$ cat config.mk
export PLATFORM = sky130hd
export DESIGN_NAME = digimax_sampler_flat
export DESIGN_NICKNAME = d
export VERILOG_FILES = /design/src/rtl/digimax_pkg.sv /design/src/rtl/digimax_sampler_if.sv /design/src/rtl/sampler_fifo.sv /design/src/rtl/digimax_sampler.sv /design/src/flat_wrapper.sv
export SDC_FILE = /design/constraint.sdc
export NUM_CORES = 1
export LEC_CHECK = 0
export CORE_MARGIN = 2
export CORE_UTILIZATION = 45
export DETAILED_ROUTE_END_ITERATION = 16
export REMOVE_ABC_BUFFERS = 1
export SLEW_MARGIN = 20
export SYNTH_ARGS = -nofsm -noshare
export SYNTH_HDL_FRONTEND = slang
export SYNTH_SLANG_ARGS = --single-unit
$ cat constraint.sdc
create_clock -name clk -period 3.9 [get_ports clk]
set_clock_uncertainty 0.05 [all_clocks]
set_input_delay 0.39 -clock clk [delete_from_list [all_inputs] [get_ports clk]]
set_output_delay 0.39 -clock clk [all_outputs]
set_load 0.1 [all_outputs]
$ cat src/rtl/digimax_pkg.sv
// Shared constants for the digimax read-side sampler: register map, bit positions
// and the silence code returned when no sample is available.
package digimax_pkg;

    typedef enum logic [2:0] {
        REG_DATA   = 3'd0,
        REG_STATUS = 3'd1,
        REG_CTRL   = 3'd2,
        REG_LAST   = 3'd3
    } reg_addr_e;

    localparam int unsigned ST_EMPTY    = 7;
    localparam int unsigned ST_FULL     = 6;
    localparam int unsigned ST_OVERFLOW = 5;

    localparam int unsigned CTRL_ENABLE = 0;
    localparam int unsigned CTRL_IRQ_EN = 2;

    localparam int unsigned CMD_CLR_OVF = 0;
    localparam int unsigned CMD_FLUSH   = 1;

    localparam logic [7:0] SILENCE  = 8'h80;
    localparam logic [7:0] UNMAPPED = 8'hFF;

    // Status only has five bits for the count; larger FIFOs pin at 31.
    function automatic logic [4:0] sat_count(input int unsigned c);
        return (c > 31) ? 5'd31 : 5'(c);
    endfunction

endpackage

$ cat src/rtl/digimax_sampler_if.sv
// Host-side bus of the sampler: PCM input stream plus the CPU register window.
interface digimax_sampler_if #(
    parameter int unsigned IN_WIDTH = 16
);
    logic signed [IN_WIDTH-1:0] audio_in;
    logic                       audio_strobe;
    logic                       rd_n;
    logic                       wr_n;
    logic [2:0]                 addr;
    logic [7:0]                 data_in;
    logic [7:0]                 data_out;
    logic                       irq;

    modport master (
        output audio_in, audio_strobe, rd_n, wr_n, addr, data_in,
        input  data_out, irq
    );

    modport slave (
        input  audio_in, audio_strobe, rd_n, wr_n, addr, data_in,
        output data_out, irq
    );
endinterface

$ cat src/rtl/sampler_fifo.sv
// First-word-fall-through sample FIFO; a push into a full FIFO is accepted only when a
// pop retires the head in the same cycle, otherwise it is dropped and flagged.
module sampler_fifo #(
    parameter int unsigned FIFO_LOG2 = 4,
    parameter int unsigned WIDTH     = 8
) (
    input  logic             clk,
    input  logic             reset,
    input  logic             push,
    input  logic             pop,
    input  logic             flush,
    input  logic [WIDTH-1:0] din,
    output logic [WIDTH-1:0] dout,
    output logic [FIFO_LOG2:0] count,
    output logic             full,
    output logic             empty,
    output logic             dropped
);
    localparam int unsigned DEPTH = 1 << FIFO_LOG2;
    localparam logic [FIFO_LOG2:0] DEPTH_CNT = (FIFO_LOG2 + 1)'(DEPTH);

    logic [WIDTH-1:0]     mem [DEPTH];
    logic [FIFO_LOG2-1:0] wr_ptr;
    logic [FIFO_LOG2-1:0] rd_ptr;
    logic                 do_push;
    logic                 do_pop;

    assign empty   = (count == '0);
    assign full    = (count == DEPTH_CNT);
    assign do_pop  = pop & ~empty;
    assign do_push = push & (~full | do_pop);
    assign dropped = push & full & ~do_pop & ~flush;
    assign dout    = mem[rd_ptr];

    always_ff @(posedge clk) begin
        if (do_push && !flush && !reset) begin
            mem[wr_ptr] <= din;
        end
    end

    always_ff @(posedge clk) begin
        if (reset || flush) begin
            wr_ptr <= '0;
            rd_ptr <= '0;
            count  <= '0;
        end else begin
            if (do_push) begin
                wr_ptr <= wr_ptr + 1'b1;
            end
            if (do_pop) begin
                rd_ptr <= rd_ptr + 1'b1;
            end
            case ({do_push, do_pop})
                2'b10:   count <= count + 1'b1;
                2'b01:   count <= count - 1'b1;
                default: count <= count;
            endcase
        end
    end

endmodule

$ cat src/rtl/digimax_sampler.sv
// 8-bit audio sampler: box-car decimates signed PCM, converts to offset binary and
// buffers it for a CPU that polls status and pops bytes through a small register window.
module digimax_sampler
    import digimax_pkg::*;
#(
    parameter int unsigned IN_WIDTH   = 16,
    parameter int unsigned DECIM_LOG2 = 2,
    parameter int unsigned FIFO_LOG2  = 4
) (
    input logic               clk,
    input logic               reset,
    digimax_sampler_if.slave  bus
);
    localparam int unsigned AW = IN_WIDTH + DECIM_LOG2;
    localparam int unsigned PW = (DECIM_LOG2 > 0) ? DECIM_LOG2 : 1;
    localparam logic [PW-1:0] PHASE_LAST = PW'((1 << DECIM_LOG2) - 1);
    localparam logic [FIFO_LOG2:0] HALF_CNT = (FIFO_LOG2 + 1)'(1 << (FIFO_LOG2 - 1));

    logic                 rd_n_q;
    logic                 wr_n_q;
    logic [7:0]           data_out_q;
    logic                 irq_q;
    logic                 overflow_q;
    logic                 enable_q;
    logic                 irq_en_q;
    logic signed [AW-1:0] acc_q;
    logic [PW-1:0]        phase_q;
    logic [7:0]           last_q;

    logic                 rd_fall;
    logic                 wr_fall;
    logic signed [AW-1:0] audio_ext;
    logic signed [AW-1:0] acc_next;
    logic                 take_sample;
    logic                 wrap;
    logic [7:0]           sample_out;
    logic                 fifo_pop;
    logic                 fifo_flush;
    logic                 clr_ovf;
    logic [7:0]           fifo_dout;
    logic [FIFO_LOG2:0]   fifo_count;
    logic                 fifo_full;
    logic                 fifo_empty;
    logic                 fifo_dropped;
    logic [7:0]           status;
    logic [7:0]           rd_data;
    logic                 unused_data_in;

    // Accesses act only on the first low cycle of each strobe.
    assign rd_fall = rd_n_q & ~bus.rd_n;
    assign wr_fall = wr_n_q & ~bus.wr_n;

    assign audio_ext   = AW'(signed'(bus.audio_in));
    assign acc_next    = acc_q + audio_ext;
    assign take_sample = enable_q & bus.audio_strobe;
    assign wrap        = take_sample & (phase_q == PHASE_LAST);
    assign sample_out  = {~acc_next[AW-1], acc_next[AW-2 -: 7]};

    assign fifo_pop   = rd_fall & (bus.addr == REG_DATA);
    assign fifo_flush = wr_fall & (bus.addr == REG_STATUS) & bus.data_in[CMD_FLUSH];
    assign clr_ovf    = wr_fall & (bus.addr == REG_STATUS) & bus.data_in[CMD_CLR_OVF];

    assign unused_data_in = ^bus.data_in[7:3];

    sampler_fifo #(
        .FIFO_LOG2 (FIFO_LOG2),
        .WIDTH     (8)
    ) u_fifo (
        .clk     (clk),
        .reset   (reset),
        .push    (wrap),
        .pop     (fifo_pop),
        .flush   (fifo_flush),
        .din     (sample_out),
        .dout    (fifo_dout),
        .count   (fifo_count),
        .full    (fifo_full),
        .empty   (fifo_empty),
        .dropped (fifo_dropped)
    );

    always_comb begin
        status              = '0;
        status[ST_EMPTY]    = fifo_empty;
        status[ST_FULL]     = fifo_full;
        status[ST_OVERFLOW] = overflow_q;
        status[4:0]         = sat_count(32'(fifo_count));
    end

    always_comb begin
        rd_data = UNMAPPED;
        case (bus.addr)
            REG_DATA:   rd_data = fifo_empty ? SILENCE : fifo_dout;
            REG_STATUS: rd_data = status;
            REG_CTRL: begin
                rd_data              = '0;
                rd_data[CTRL_IRQ_EN] = irq_en_q;
                rd_data[CTRL_ENABLE] = enable_q;
            end
            REG_LAST:   rd_data = last_q;
            default:    rd_data = UNMAPPED;
        endcase
    end

    always_ff @(posedge clk) begin
        if (reset) begin
            rd_n_q     <= 1'b1;
            wr_n_q     <= 1'b1;
            data_out_q <= SILENCE;
            irq_q      <= 1'b0;
            overflow_q <= 1'b0;
            enable_q   <= 1'b0;
            irq_en_q   <= 1'b0;
            acc_q      <= '0;
            phase_q    <= '0;
            last_q     <= SILENCE;
        end else begin
            rd_n_q <= bus.rd_n;
            wr_n_q <= bus.wr_n;
            irq_q  <= irq_en_q & (fifo_count >= HALF_CNT);

            if (rd_fall) begin
                data_out_q <= rd_data;
            end

            if (wr_fall && bus.addr == REG_CTRL) begin
                enable_q <= bus.data_in[CTRL_ENABLE];
                irq_en_q <= bus.data_in[CTRL_IRQ_EN];
            end

            // A drop in the same cycle as a clear leaves overflow set.
            overflow_q <= (overflow_q & ~clr_ovf) | fifo_dropped;

            if (!enable_q) begin
                acc_q   <= '0;
                phase_q <= '0;
            end else if (wrap) begin
                acc_q   <= '0;
                phase_q <= '0;
                last_q  <= sample_out;
            end else if (take_sample) begin
                acc_q   <= acc_next;
                phase_q <= phase_q + 1'b1;
            end
        end
    end

    assign bus.data_out = data_out_q;
    assign bus.irq      = irq_q;

endmodule

$ cat src/flat_wrapper.sv
// flat-port wrapper written by rule: the top's interface ports become plain ports
module digimax_sampler_flat import digimax_pkg::*;
#(
    parameter int unsigned IN_WIDTH   = 16,
    parameter int unsigned DECIM_LOG2 = 2,
    parameter int unsigned FIFO_LOG2  = 4
)
  (clk, reset, bus_audio_in, bus_audio_strobe, bus_rd_n, bus_wr_n, bus_addr, bus_data_in, bus_data_out, bus_irq);
  digimax_sampler_if #(.IN_WIDTH(IN_WIDTH)) bus_i ();
  input logic clk;
  input logic reset;
  input wire logic [$bits(bus_i.audio_in)-1:0] bus_audio_in;
  input wire logic [$bits(bus_i.audio_strobe)-1:0] bus_audio_strobe;
  input wire logic [$bits(bus_i.rd_n)-1:0] bus_rd_n;
  input wire logic [$bits(bus_i.wr_n)-1:0] bus_wr_n;
  input wire logic [$bits(bus_i.addr)-1:0] bus_addr;
  input wire logic [$bits(bus_i.data_in)-1:0] bus_data_in;
  output wire logic [$bits(bus_i.data_out)-1:0] bus_data_out;
  output wire logic [$bits(bus_i.irq)-1:0] bus_irq;
  assign bus_i.audio_in = bus_audio_in;
  assign bus_i.audio_strobe = bus_audio_strobe;
  assign bus_i.rd_n = bus_rd_n;
  assign bus_i.wr_n = bus_wr_n;
  assign bus_i.addr = bus_addr;
  assign bus_i.data_in = bus_data_in;
  assign bus_data_out = bus_i.data_out;
  assign bus_irq = bus_i.irq;
  digimax_sampler #(.IN_WIDTH(IN_WIDTH), .DECIM_LOG2(DECIM_LOG2), .FIFO_LOG2(FIFO_LOG2)) u_core (.clk(clk), .reset(reset), .bus(bus_i));
endmodule
Word-level counts from Yosys, hierarchy flattened
Memories as Yosys holds them, arrays and structs flattened. A register that Yosys moved wholly into a read port is not among the register bits.
Cells that the tools add are included.

cells by class
  bitwise logic cells = 26
  multiplexer cells = 7
  reduce and logical (&&, ||, !) cells = 11
  add/subtract/negate cells = 6
  equality and inequality tests = 7
  $lt $le $gt $ge = 1

operators by type and width
  operator                                                               count
  8-bit case mux with 4 select lines                                     1
  18-bit by 16-bit adder with 18-bit output                              1
  1-bit AND                                                              15
  5-bit case mux with 2 select lines                                     1
  1-bit inverter                                                         9
  4-bit by 1-bit adder with 4-bit output, second input constant          2
  4-bit 2-to-1 mux                                                       2
  8-bit 2-to-1 mux                                                       1
  3-bit by 2-bit == test with 1-bit output, second input constant        2
  5-bit by 1-bit adder with 5-bit output, second input constant          1
  5-bit == test, second input constant                                   1
  5-bit by 4-bit >= comparator with 1-bit output, second input constant  1
  5-bit zero test                                                        1
  5-bit by 1-bit subtractor with 5-bit output, second input constant     1
  2-bit == test, second input constant                                   2
  3-bit by 1-bit == test with 1-bit output, second input constant        1
  1-bit logical AND                                                      3
  3-bit zero test                                                        1
  3-bit OR reduction                                                     1
  2-bit by 1-bit adder with 2-bit output, second input constant          1
  2-bit by 1-bit == test with 1-bit output, second input constant        1
  1-bit zero test                                                        2
  1-bit 2-to-1 mux                                                       2
  1-bit OR                                                               2
  3 further kinds                                                        3

word-level totals
  memories = 1
  register bits = 55
  word-level logic and storage cells = 72
  memory bits (writable) = 128
  input port bits = 32

memory list
  name               depth  width  rd ports  clocked after memory_dff  wr ports  line                text
  u_core.u_fifo.mem  16     8      1         1                         1         sampler_fifo.sv:22  logic [WIDTH-1:0] mem [DEPTH];

Depth between registers and ports, before layout
Gate-level depths: netlist of the first run.

  depth after elaboration = 10
  depth in mapped cells = 16
  mapped depth without buffers = 14

Hierarchy
Synthesis of the first run repeated with hierarchy kept, for this count alone.

unflattened totals
  cells, all modules = 645
  area, all modules = 8399.3 um^2

by module, submodules not included
  module           seq. area each (um^2)  instances  area each (um^2)  cells each
  sampler_fifo     4184.0                 1          5813.1            323
  digimax_sampler  840.8                  1          2586.2            322

Least setup slack after synthesis of the first run
No wires, ideal clock.

  kind = input port to flip-flop
  start = input port bus_rd_n
  end = register u_core.u_fifo.count[4]
  required time = 3.779 ns
  setup time = 0.071 ns
  data arrival time = 3.018 ns
  setup slack = 0.761 ns
  stages = 14
  buffers on the path = 3
  path through = nor2b_1 > clkbuf_1 > and3_1 > clkbuf_1 > ha_1 > clkbuf_1 > xor2_1 > ha_1 > o21ai_0 > a21oi_1 > a21oi_1 > xor2_1 > or3_1 > a21oi_1

between the ends
  cells in the longest elaborated chain, start to end = 8

ends and longest elaborated chain
  element                                                                    line                   text
  from (decl)                                                                flat_wrapper.sv:14     input wire logic [$bits(bus_i.rd_n)-1:0] bus_rd_n;
  1-bit inverter *                                                           digimax_sampler.sv:50  assign rd_fall = rd_n_q & ~bus.rd_n;
  1-bit AND *                                                                digimax_sampler.sv:50
  1-bit AND *                                                                digimax_sampler.sv:59  assign fifo_pop = rd_fall & (bus.addr == REG_DATA);
  1-bit AND *                                                                sampler_fifo.sv:30     assign do_pop = pop & ~empty;
  net u_core.u_fifo.do_pop                                                   sampler_fifo.sv:26     logic do_pop;
  1-bit OR                                                                   sampler_fifo.sv:31     assign do_push = push & (~full | do_pop);
  1-bit AND                                                                  sampler_fifo.sv:31
  2-bit by 1-bit == test with 1-bit output or 2-bit == test (tied branches)  sampler_fifo.sv:53     case ({do_push, do_pop})
  5-bit case mux with 2 select lines or 2-bit nonzero test (tied branches)   --
  to (signal assigned)                                                       sampler_fifo.sv:54     2'b10: count <= count + 1'b1;
  to (signal assigned)                                                       sampler_fifo.sv:55     2'b01: count <= count - 1'b1;
  to (signal assigned)                                                       sampler_fifo.sv:56     default: count <= count;
  to (decl)                                                                  sampler_fifo.sv:14     output logic [FIFO_LOG2:0] count,

Mark *: on every way through the listed nets, which the timed path passes. The rest lies on a longest branch.
A chain may end at the register's enable or synchronous reset.

Final worst setup path of the first run
  start = input port bus_audio_in[0]
  end = memory u_core.u_fifo.mem[1][4], data pin

between the ends
  cells in the longest elaborated chain, start to end = 1

ends and longest elaborated chain
  element                                    line                   text
  from (decl)                                flat_wrapper.sv:12     input wire logic [$bits(bus_i.audio_in)-1:0] bus_audio_in;
  18-bit by 16-bit adder with 18-bit output  digimax_sampler.sv:54  assign acc_next = acc_q + audio_ext;
  net u_core.acc_next[14]                    digimax_sampler.sv:33  logic signed [AW-1:0] acc_next;
  to (decl)                                  sampler_fifo.sv:22

The timed path passes the listed nets, and every way through them passes these cells.

==> summary.md, run 1 <==
| Metric | Value |
|---|---|
| Run status | `complete, but fails checks` |
| Failing checks | `design-rule violations` |
| Vias in the first global route | `5007` |
| Kind of critical path | `input port to register` |
| Min setup slack post-route | `0.489 ns` |
| DP HPWL | `11900 um` |
| Reg clk slew, reported paths | `0.06 ns` |
| Worst vdd ir | `0.312 mV` |
| Post-synth ARST share | `0%` |
| DRT Wirelength | `17700 um` |
| Crit. End Element | `register` |
| Vias | `5142` |
| Clock buffer depth | `2` |
| Die height | `140 um` |
| CP required | `3.91 ns` |
| Top FF cell, synth | `edfxtp_1` |
| CTS tree | `yes` |
| Pre-CTS setup slack | `0.0210 ns` |
| Number of instances in the placed design | `893` |
| Post-CTS resize count | `0` |
| R2R cell count | `8` |
| Die area | `0.0196 mm2` |
| Slew Viols, Final | `0` |
| Slew @ Worst Pin | `0.977 ns` |
| Area Growth Syn to Fin | `15.4%` |
| First-pass GRT wire length | `27900 um` |
| IO buf count | `35` |
| Synthesized area per cell | `13.3 um2` |
| H-tree depth | `4` |
| Seq cells post-synth | `187` |
| RSZ-0062 raised after global routing | `no` |
| Antenna Nets Post-Route | `0` |
| Hold Buf Count CTS | `0` |
| Num CTS Buffers | `17` |
| Crit-path cells | `clkdlybuf4s50_1, ha_1, fa_1, a211oi_1, nor3_1, o31ai_1, nand2_1, o41ai_1, inv_1` |
| Final net count | `743` |
| Startpoint Class | `input port` |
| Clk sink count | `187` |
| Initial antenna violation count | `0` |
| R2r setup slk | `0.56 ns` |
| Hold/Removal Path Class | `register to register` |
| Setup TNS | `0 ns` |
| N_diodes | `0` |
| Finish-stage setup viols | `0` |
| Vias per cell | `5.56` |
| Cell taking the most area after synthesis | `edfxtp_1` |
| Hold Fails Final Rpt | `0` |
| Sequential element share of the synthesized area | `60.3%` |
| Relative slew slack | `34.7%` |
| Slowest stage cell, crit path | `o41ai_1` |
| Final worst-path cycle share | `87.5%` |
| Ranking of synthesized cells by area | `edfxtp_1, dfxtp_1, mux4_2, ha_1, nand2_1` |
| CP arrival | `3.43 ns` |
| Initial Utilization | `46.1%` |
| Avg WL per Cell | `19.1 um` |
| # Max-Cap Violations | `0` |
| Post-Synthesis Cell Area | `0.00834 mm2` |
| Ys Warns | `0` |
| Synth cell types | `61` |
| Leak | `3.27 nW` |
| Hold path cells | `2` |
| Gp weighted congestion | `0.812` |
| Worst Path Buf+Inv | `2` |
| GRT Residual Overflow | `0` |
| First-pass DRT Iterations | `10` |
| Worst path depth | `9` |
| Area share of the largest cell type after synthesis | `46.1%` |
| Final Non-Filler Cells | `925` |
| Final core occ | `53.2%` |
| Layout cells sized above 1 | `17.1%` |
| Rows | `49` |
| IO Pins | `41` |
| Total power | `3.86 mW` |
| Top delay family on crit path | `compound AO/OA/AOI/OAI gates` |
| Final Critical Period | `3.41 ns` |
| Setup bufs post-CTS | `0` |
| Root buffer cell | `clkbuf_16` |
| Die X | `140 um` |
| Number of synthesized flops with an enable pin | `128` |
| Core area | `0.0181 mm2` |
| CP max stage delay | `0.61 ns` |
| Fmax | `293 MHz` |
| DR DRC count | `2` |
| Pwr per Cell Area | `401 mW/mm2` |
| 1st-iter DRT viols | `447` |
| Syn Inst Count | `627` |
| GRT Util Overall | `18.8%` |
| Worst-Skew Late Latency | `0.43 ns` |
| Largest net degree at the start of global routing | `26` |
| Crit Path Max Fanout | `16` |
-- synth_stat cells, types with 2 or more instances --
cell and count:
o21a_1 3, nor4_1 3, dfxtp_1 59, mux2i_1 12, o211ai_1 3, o31ai_1 2, or2_2 2, or3_1 4
a311oi_1 2, edfxtp_1 128, a211oi_1 5, a31oi_1 2, o22ai_1 5, a21o_1 3, o21ai_0 17, clkbuf_1 22
o21bai_1 2, a221oi_1 2, xnor2_1 11, nor2b_1 9, nand3_1 10, nor3_1 11, buf_2 4, a21oi_2 2
buf_1 6, mux4_2 39, nand2_1 66, mux2_2 2, inv_1 11, and2_1 2, ha_1 27, o41ai_1 2
xor2_1 12, nand4_1 4, a21oi_1 46, nor2_1 52, and3_1 5, buf_6 2, nand2b_1 6
-- worst reg2reg max path: stages (launching register included) --
cell	delay (ns)
dfxtp_1	0.32
ha_1	0.21
fa_1	0.44
a211oi_1	0.35
nor3_1	0.12
o31ai_1	0.31
nand2_1	0.14
o41ai_1	0.61
inv_1	0.41
-- placed cells by master, fill, tap and decap left out, types with 9 or more instances in the layout --
cell type | synthesis | routed
a21oi_1 | 46 | 46
buf_4 | 0 | 36
clkbuf_16 | 0 | 17
clkdlybuf4s50_1 | 0 | 35
dfxtp_1 | 59 | 58
edfxtp_1 | 128 | 128
ha_1 | 27 | 27
inv_1 | 11 | 11
mux2i_1 | 12 | 12
mux4_2 | 39 | 39
nand2_1 | 66 | 66
nand3_1 | 10 | 10
nor2_1 | 52 | 52
nor2b_1 | 9 | 9
nor3_1 | 11 | 11
o21ai_0 | 17 | 17
xnor2_1 | 11 | 11
xor2_1 | 12 | 12
-- routing by layer --
metal / share of wire, % / up-vias / global-route usage (%)
met5: 0 / - / 0
met4: 1.3 / 0 / 4.84
met3: 3.8 / 16 / 3.97
met2: 48 / 104 / 29.4
met1: 47 / 2549 / 27.2
li1: - / 2473 / -
-- sequential cells by signal, summed over array words and instances (netlist names), named ones only --
signal                cells
u_core.bus.data_out       8
u_core.wr_n_q             1
u_core.rd_n_q             1
u_core.u_fifo.wr_ptr      4
u_core.phase_q            2
u_core.u_fifo.rd_ptr      4
u_core.bus.irq            1
u_core.irq_en_q           1
u_core.overflow_q         1
u_core.enable_q           1
u_core.u_fifo.mem       128
u_core.acc_q             18
u_core.u_fifo.count       5
u_core.last_q             8
-- path summary, 6_finish.rpt --
kind,start,endpoint
hold reg to reg,u_core.last_q[2],u_core.last_q[2]
setup reg to reg,u_core.acc_q[0],u_core.u_fifo.mem[1][4]
hold / removal,u_core.last_q[2],u_core.last_q[2]
setup / recovery,bus_audio_in[0],u_core.u_fifo.mem[1][4]
-- logic make-up after synthesis --
logic type      count (synthesis)  synth area share, %
mux                            53                 12.2
buf+inv                        45                 2.27
compound gates                109                 8.45
fa+ha+maj                      28                 4.29
simple gates                  182                 10.1
xor+xnor                       23                 2.42
flops                         187                 60.3
-- metrics by stage --
stage	area (um2)	hold WS [ns]
floorplan	8190	0.377
global placement	9100	0.393
detailed placement	9100	0.400
CTS	9620	0.412
global route	9620	0.436
finish	9620	0.410
-- power breakdown --
part / switching, mW / internal (mW)
logic: 0.125 / 0.0677
clock network: 0.725 / 0.813
registers: 0.00440 / 2.12
total: 0.855 / 3.00
-- cell type report --
class | count | area [um2]
multi-input combinational | 395 | 3130
clock buffer | 18 | 429
fill | 1491 | 8460
inverter | 11 | 41.3
timing repair buffer | 71 | 621
sequential | 187 | 5030
clock inverter | 14 | 95.1
tap | 229 | 287
Note: power is estimated with default switching activity, not from simulation.
==> run 2, diff against run 1 <==
--- a/config.mk
+++ b/config.mk
@@ -9,2 +9,3 @@
 export CORE_UTILIZATION = 45
+export CTS_BUF_LIST = sky130_fd_sc_hd__clkbuf_16
 export DETAILED_ROUTE_END_ITERATION = 16
==> constraint.sdc (replaced) <==
create_clock -name clk -period 3.9 [get_ports clk]
set_clock_uncertainty 0.05 [all_clocks]
set_input_delay 0.975 -clock clk [delete_from_list [all_inputs] [get_ports clk]]
set_output_delay 0.975 -clock clk [all_outputs]
set_load 0.05 [all_outputs]
==> summary.md, run 2 (synthesis gave the netlist of run 1 again) <==
| Metric | Value |
|---|---|
| N_diodes | `0` |
| Hold Fails Final Rpt | `0` |
| Failing checks | `design-rule violations` |
| Run status | `complete, but fails checks` |
| Most common cell after layout, fill and taps aside | `edfxtp_1` |
| H-tree depth | `4` |
| Final core occ | `54.0%` |
| 1st-iter DRT viols | `366` |
| Finish-stage setup viols | `0` |
| Max reg flops | `128` |
| Kind of critical path | `input port to register` |
| Crit Path Max Fanout | `16` |
| Die height | `140 um` |
| Clock buffer depth | `2` |
| Slew Viols, Final | `0` |
| Vias per cell | `5.68` |
| Worst-Skew Late Latency | `0.43 ns` |
| DRT Wirelength | `18600 um` |
| Vias in the first global route | `5285` |
| Post-route cell area | `0.00977 mm2` |
| GRT Util Overall | `19.6%` |
| IO buf count | `35` |
| # Max-Cap Violations | `0` |
| Initial antenna violation count | `0` |
| Layout cells sized above 1 | `18.2%` |
| Core area | `0.0181 mm2` |
| Setup bufs post-CTS | `0` |
| Die area | `0.0196 mm2` |
| Hold/Removal Path Class | `register to register` |
| Slew @ Worst Pin | `0.766 ns` |
| Final Non-Filler Cells | `934` |
| Avg WL per Cell | `19.9 um` |
| Leak | `3.34 nW` |
| CP required | `4.02 ns` |
| Crit. End Element | `register` |
| Hold Buf Count CTS | `0` |
| Final worst-path cycle share | `91.2%` |
| Top flop regs | `u_core.u_fifo.mem x128, u_core.acc_q x18` |
| DR DRC count | `2` |
| Antenna Nets Post-Route | `0` |
| Clk sink count | `187` |
| Worst vdd ir | `0.274 mV` |
| Most flops, register | `u_core.u_fifo.mem` |
| Area Growth Syn to Fin | `17.2%` |
| Startpoint Class | `input port` |
| First-pass GRT wire length | `29100 um` |
| Initial Utilization | `46.1%` |
| Setup TNS | `0 ns` |
| Hold WS | `0.406 ns` |
| Final Critical Period | `3.56 ns` |
| Gp weighted congestion | `0.816` |
| Root buffer cell | `clkbuf_16` |
| Fmax | `281 MHz` |
| DP HPWL | `12700 um` |
| First-pass DRT Iterations | `11` |
| Rows | `49` |
| GRT Residual Overflow | `0` |
| IO Pins | `41` |
| Post-CTS resize count | `0` |
| Commonest cells after routing, fill and taps aside | `edfxtp_1, nand2_1, dfxtp_1` |
| Die X | `140 um` |
| CP arrival | `3.68 ns` |
| Final net count | `752` |
| Cell area after placement | `0.00918 mm2` |
| CTS tree | `yes` |
| Num CTS Buffers | `17` |
| Relative slew slack | `48.9%` |
| Vias | `5301` |
| Pwr per Cell Area | `412 mW/mm2` |
| Reg clk slew, reported paths | `0.07 ns` |
| Filler cell count | `1464` |
| Number of instances in the placed design | `902` |
| RSZ-0062 raised after global routing | `no` |
| Largest net degree at the start of global routing | `26` |
## run 2: worst max-delay path: stages
cell	delay (ns)
clkdlybuf4s50_1	0.40
ha_1	0.23
fa_1	0.44
a211oi_1	0.30
nor3_1	0.12
o31ai_1	0.28
o221ai_1	0.24
a311oi_1	0.41
inv_1	0.08
buf_4	0.19
## run 2: layout make-up
cell class	count	area (um2)	share of cell area, %
repair buffers	80	701	7.17
multi-input cells	395	3130	32.0
clock buffers	17	425	4.35
inverters	11	41.3	0.423
well taps	229	287	2.93
clock inverters	15	166	1.70
flip-flops and latches	187	5030	51.4
## run 2: report_power, final
part | switching (mW) | internal [mW]
Combinational | 0.105 | 0.0713
Clock | 0.766 | 0.955
Sequential | 0.00457 | 2.12
## run 2: final timing paths
check / slack (ns) / endpoint / cells past startpoint / from
min reg2reg: 0.41 / u_core.last_q[0] / 2 / u_core.last_q[0]
max: 0.34 / u_core.u_fifo.mem[0][6] / 10 / bus_audio_in[0]
max reg2reg: 1.01 / u_core.u_fifo.mem[0][6] / 9 / u_core.acc_q[0]
min: 0.41 / u_core.last_q[0] / 2 / u_core.last_q[0]
## run 2: per-layer routing
metal / track usage, % / routed length, um
met4: 5.64 / 221
met2: 31.9 / 9050
met5: 0 / 0
met1: 27.3 / 8710
met3: 3.49 / 588
## run 2: metrics by stage
step / total power, mW / setup slack [ns]
after floorplan: 2.26 / 0.0432
after global placement: 2.34 / -0.0999
after detailed placement: 2.35 / -0.0631
after CTS: 4.06 / 0.370
after global routing: 4.14 / 0.0746
final: 4.02 / 0.345
==> run 3, diff against run 2 <==
CELL_PAD_IN_SITES_DETAIL_PLACEMENT = 0   (was unset)
CELL_PAD_IN_SITES_GLOBAL_PLACEMENT = 1   (was unset)
PLACE_DENSITY_LB_ADDON = 0.1   (was unset)
==> summary.md, run 3 (synthesis gave the netlist of run 1 again) <==
| Metric | Value |
|---|---|
| Run status | `complete, but fails checks` |
| Failing checks | `design-rule violations` |
| Crit Path Max Fanout | `16` |
| Vias per cell | `5.62` |
| Worst r2r src | `u_core.acc_q[0]` |
| Layout cells sized above 1 | `18.4%` |
| Worst Path Buf+Inv | `2` |
| GRT Residual Overflow | `0` |
| Top flop regs | `u_core.u_fifo.mem x128, u_core.acc_q x18` |
| N_diodes | `0` |
| Final core occ | `54.0%` |
| Vias | `5258` |
| Gr busiest metal | `met2` |
| Slowest stage cell, crit path | `fa_1` |
| Slew Viols, Final | `0` |
| Hold Buf Count CTS | `0` |
| R2R cell count | `8` |
| First-pass DRT Iterations | `11` |
| Worst-Skew Late Latency | `0.43 ns` |
| Grt met1 use | `28.1%` |
| CP max stage delay | `0.44 ns` |
| Met3 usage | `3.62%` |
| Antenna Nets Post-Route | `0` |
| Commonest cells after routing, fill and taps aside | `edfxtp_1, nand2_1, dfxtp_1` |
| Vias in the first global route | `5185` |
| Setup bufs post-CTS | `0` |
| GRT Util Overall | `19.5%` |
| Die height | `140 um` |
| Clock buffer depth | `2` |
| Relative slew slack | `58.5%` |
| CTS tree | `yes` |
| Total power | `4.02 mW` |
| Worst vdd ir | `0.303 mV` |
| Gp weighted congestion | `0.842` |
| Core area | `0.0181 mm2` |
| Rows | `49` |
| Worst path depth | `9` |
| Avg WL per Cell | `19.5 um` |
| R2r setup slk | `0.95 ns` |
| Kind of critical path | `input port to register` |
| Final worst-path cycle share | `92.7%` |
| Slew @ Worst Pin | `0.622 ns` |
| Reg clk slew, reported paths | `0.07 ns` |
| Initial Utilization | `46.1%` |
| Pwr per Cell Area | `411 mW/mm2` |
| Worst R2R End | `u_core.u_fifo.mem[0][4]` |
| RSZ-0062 raised after global routing | `no` |
| Final net count | `754` |
| First-pass GRT wire length | `28900 um` |
| Hold/Removal Path Class | `register to register` |
| H-tree depth | `4` |
| Most common cell after layout, fill and taps aside | `edfxtp_1` |
| Filler cell count | `1510` |
| Critical Path Sink | `u_core.u_fifo.mem[0][4]` |
| IO buf count | `35` |
| Clk sink count | `187` |
| Crit. End Element | `register` |
| Largest net degree at the start of global routing | `26` |
| Root buffer cell | `clkbuf_16` |
| Post-CTS resize count | `0` |
| Startpoint Class | `input port` |
| DR DRC count | `1` |
| DRT Wirelength | `18200 um` |
| Initial antenna violation count | `0` |
| Most flops, register | `u_core.u_fifo.mem` |
| Fmax | `277 MHz` |
| # Max-Cap Violations | `0` |
| CP required | `3.94 ns` |
| Area Growth Syn to Fin | `17.2%` |
| Die area | `0.0196 mm2` |
| IO Pins | `41` |
| CP arrival | `3.65 ns` |
| Met2 usage | `30.7%` |
| DP HPWL | `12600 um` |
| 1st-iter DRT viols | `363` |
| Num CTS Buffers | `17` |
| Max reg flops | `128` |
| Leak | `3.36 nW` |
| Hold Fails Final Rpt | `0` |
| Die X | `140 um` |
| Top delay family on crit path | `compound AO/OA/AOI/OAI gates` |
| Final Critical Period | `3.61 ns` |
| Finish-stage setup viols | `0` |
| Crit-path cells | `clkdlybuf4s50_1, ha_1, fa_1, a211oi_1, nor3_1, o31ai_1, nand2_1, o41ai_1, inv_1` |
| CP startpoint | `bus_audio_in[0]` |
-- run 3: changes by cell type in the layout (fill, tap and decap cells not counted) --
| cell | previous run | this run |
|---|---|---|
| inv_1 | 11 | 12 |
| buf_4 | 44 | 47 |
| clkinvlp_4 | 5 | 2 |
| clkinv_1 | 2 | 1 |
| buf_12 | 1 | 0 |
| clkinv_4 | 0 | 2 |
| clkinv_2 | 1 | 2 |
-- run 3: layout make-up --
class	instances	area, um2	share of cell area (%)
clock inverters	15	166	1.70
well taps	229	287	2.93
multi-input cells	395	3130	32.0
clock buffers	17	425	4.35
repair buffers	82	703	7.19
inverters	11	41.3	0.422
flip-flops and latches	187	5030	51.4
-- run 3: worst min-delay path by stage --
| stage | end | depth (start not counted) | start |
|---|---|---|---|
| after CTS | u_core.acc_q[12] | 2 | u_core.acc_q[12] |
| final | u_core.acc_q[12] | 2 | u_core.acc_q[12] |
| after floorplan | u_core.last_q[0] | 2 | u_core.last_q[0] |
| after global routing | u_core.last_q[0] | 2 | u_core.last_q[0] |
| after global placement | u_core.acc_q[3] | 2 | u_core.acc_q[3] |
| after detailed placement | u_core.last_q[0] | 2 | u_core.last_q[0] |
-- run 3: through the flow --
stage	setup TNS (ns)	area (um2)	std cells	hold slack, ns	setup WS, ns
2_1_floorplan	0	8190	593	0.377	0.0432
3_3_place_gp	-3.75	9180	904	0.395	-0.143
3_5_place_dp	-4.62	9180	904	0.401	-0.167
4_1_cts	0	9770	936	0.412	0.280
5_1_grt	0	9770	936	0.427	0.0421
6_report	0	9770	936	0.409	0.286
-- run 3: tightest hold or removal path, stage by stage, from the launching register on --
cell and delay [ns]:
dfxtp_1 0.31, nand2_1 0.05, a21oi_1 0.05
-- run 3: report_power, final --
part           switching (mW)  leakage (nW)  internal, mW
logic                   0.106          1.46        0.0717
clock network           0.760         0.289         0.956
registers             0.00441          1.61          2.12
total                   0.870          3.36          3.15
-- run 3: per-layer routing --
layer  part of all wire, %  wire length, um  vias up
met5                     0                0        -
met1                    48             8680     2642
met4                   1.1              194        0
li1                      -                -     2491
met2                    48             8700      112
met3                   3.5              644       13
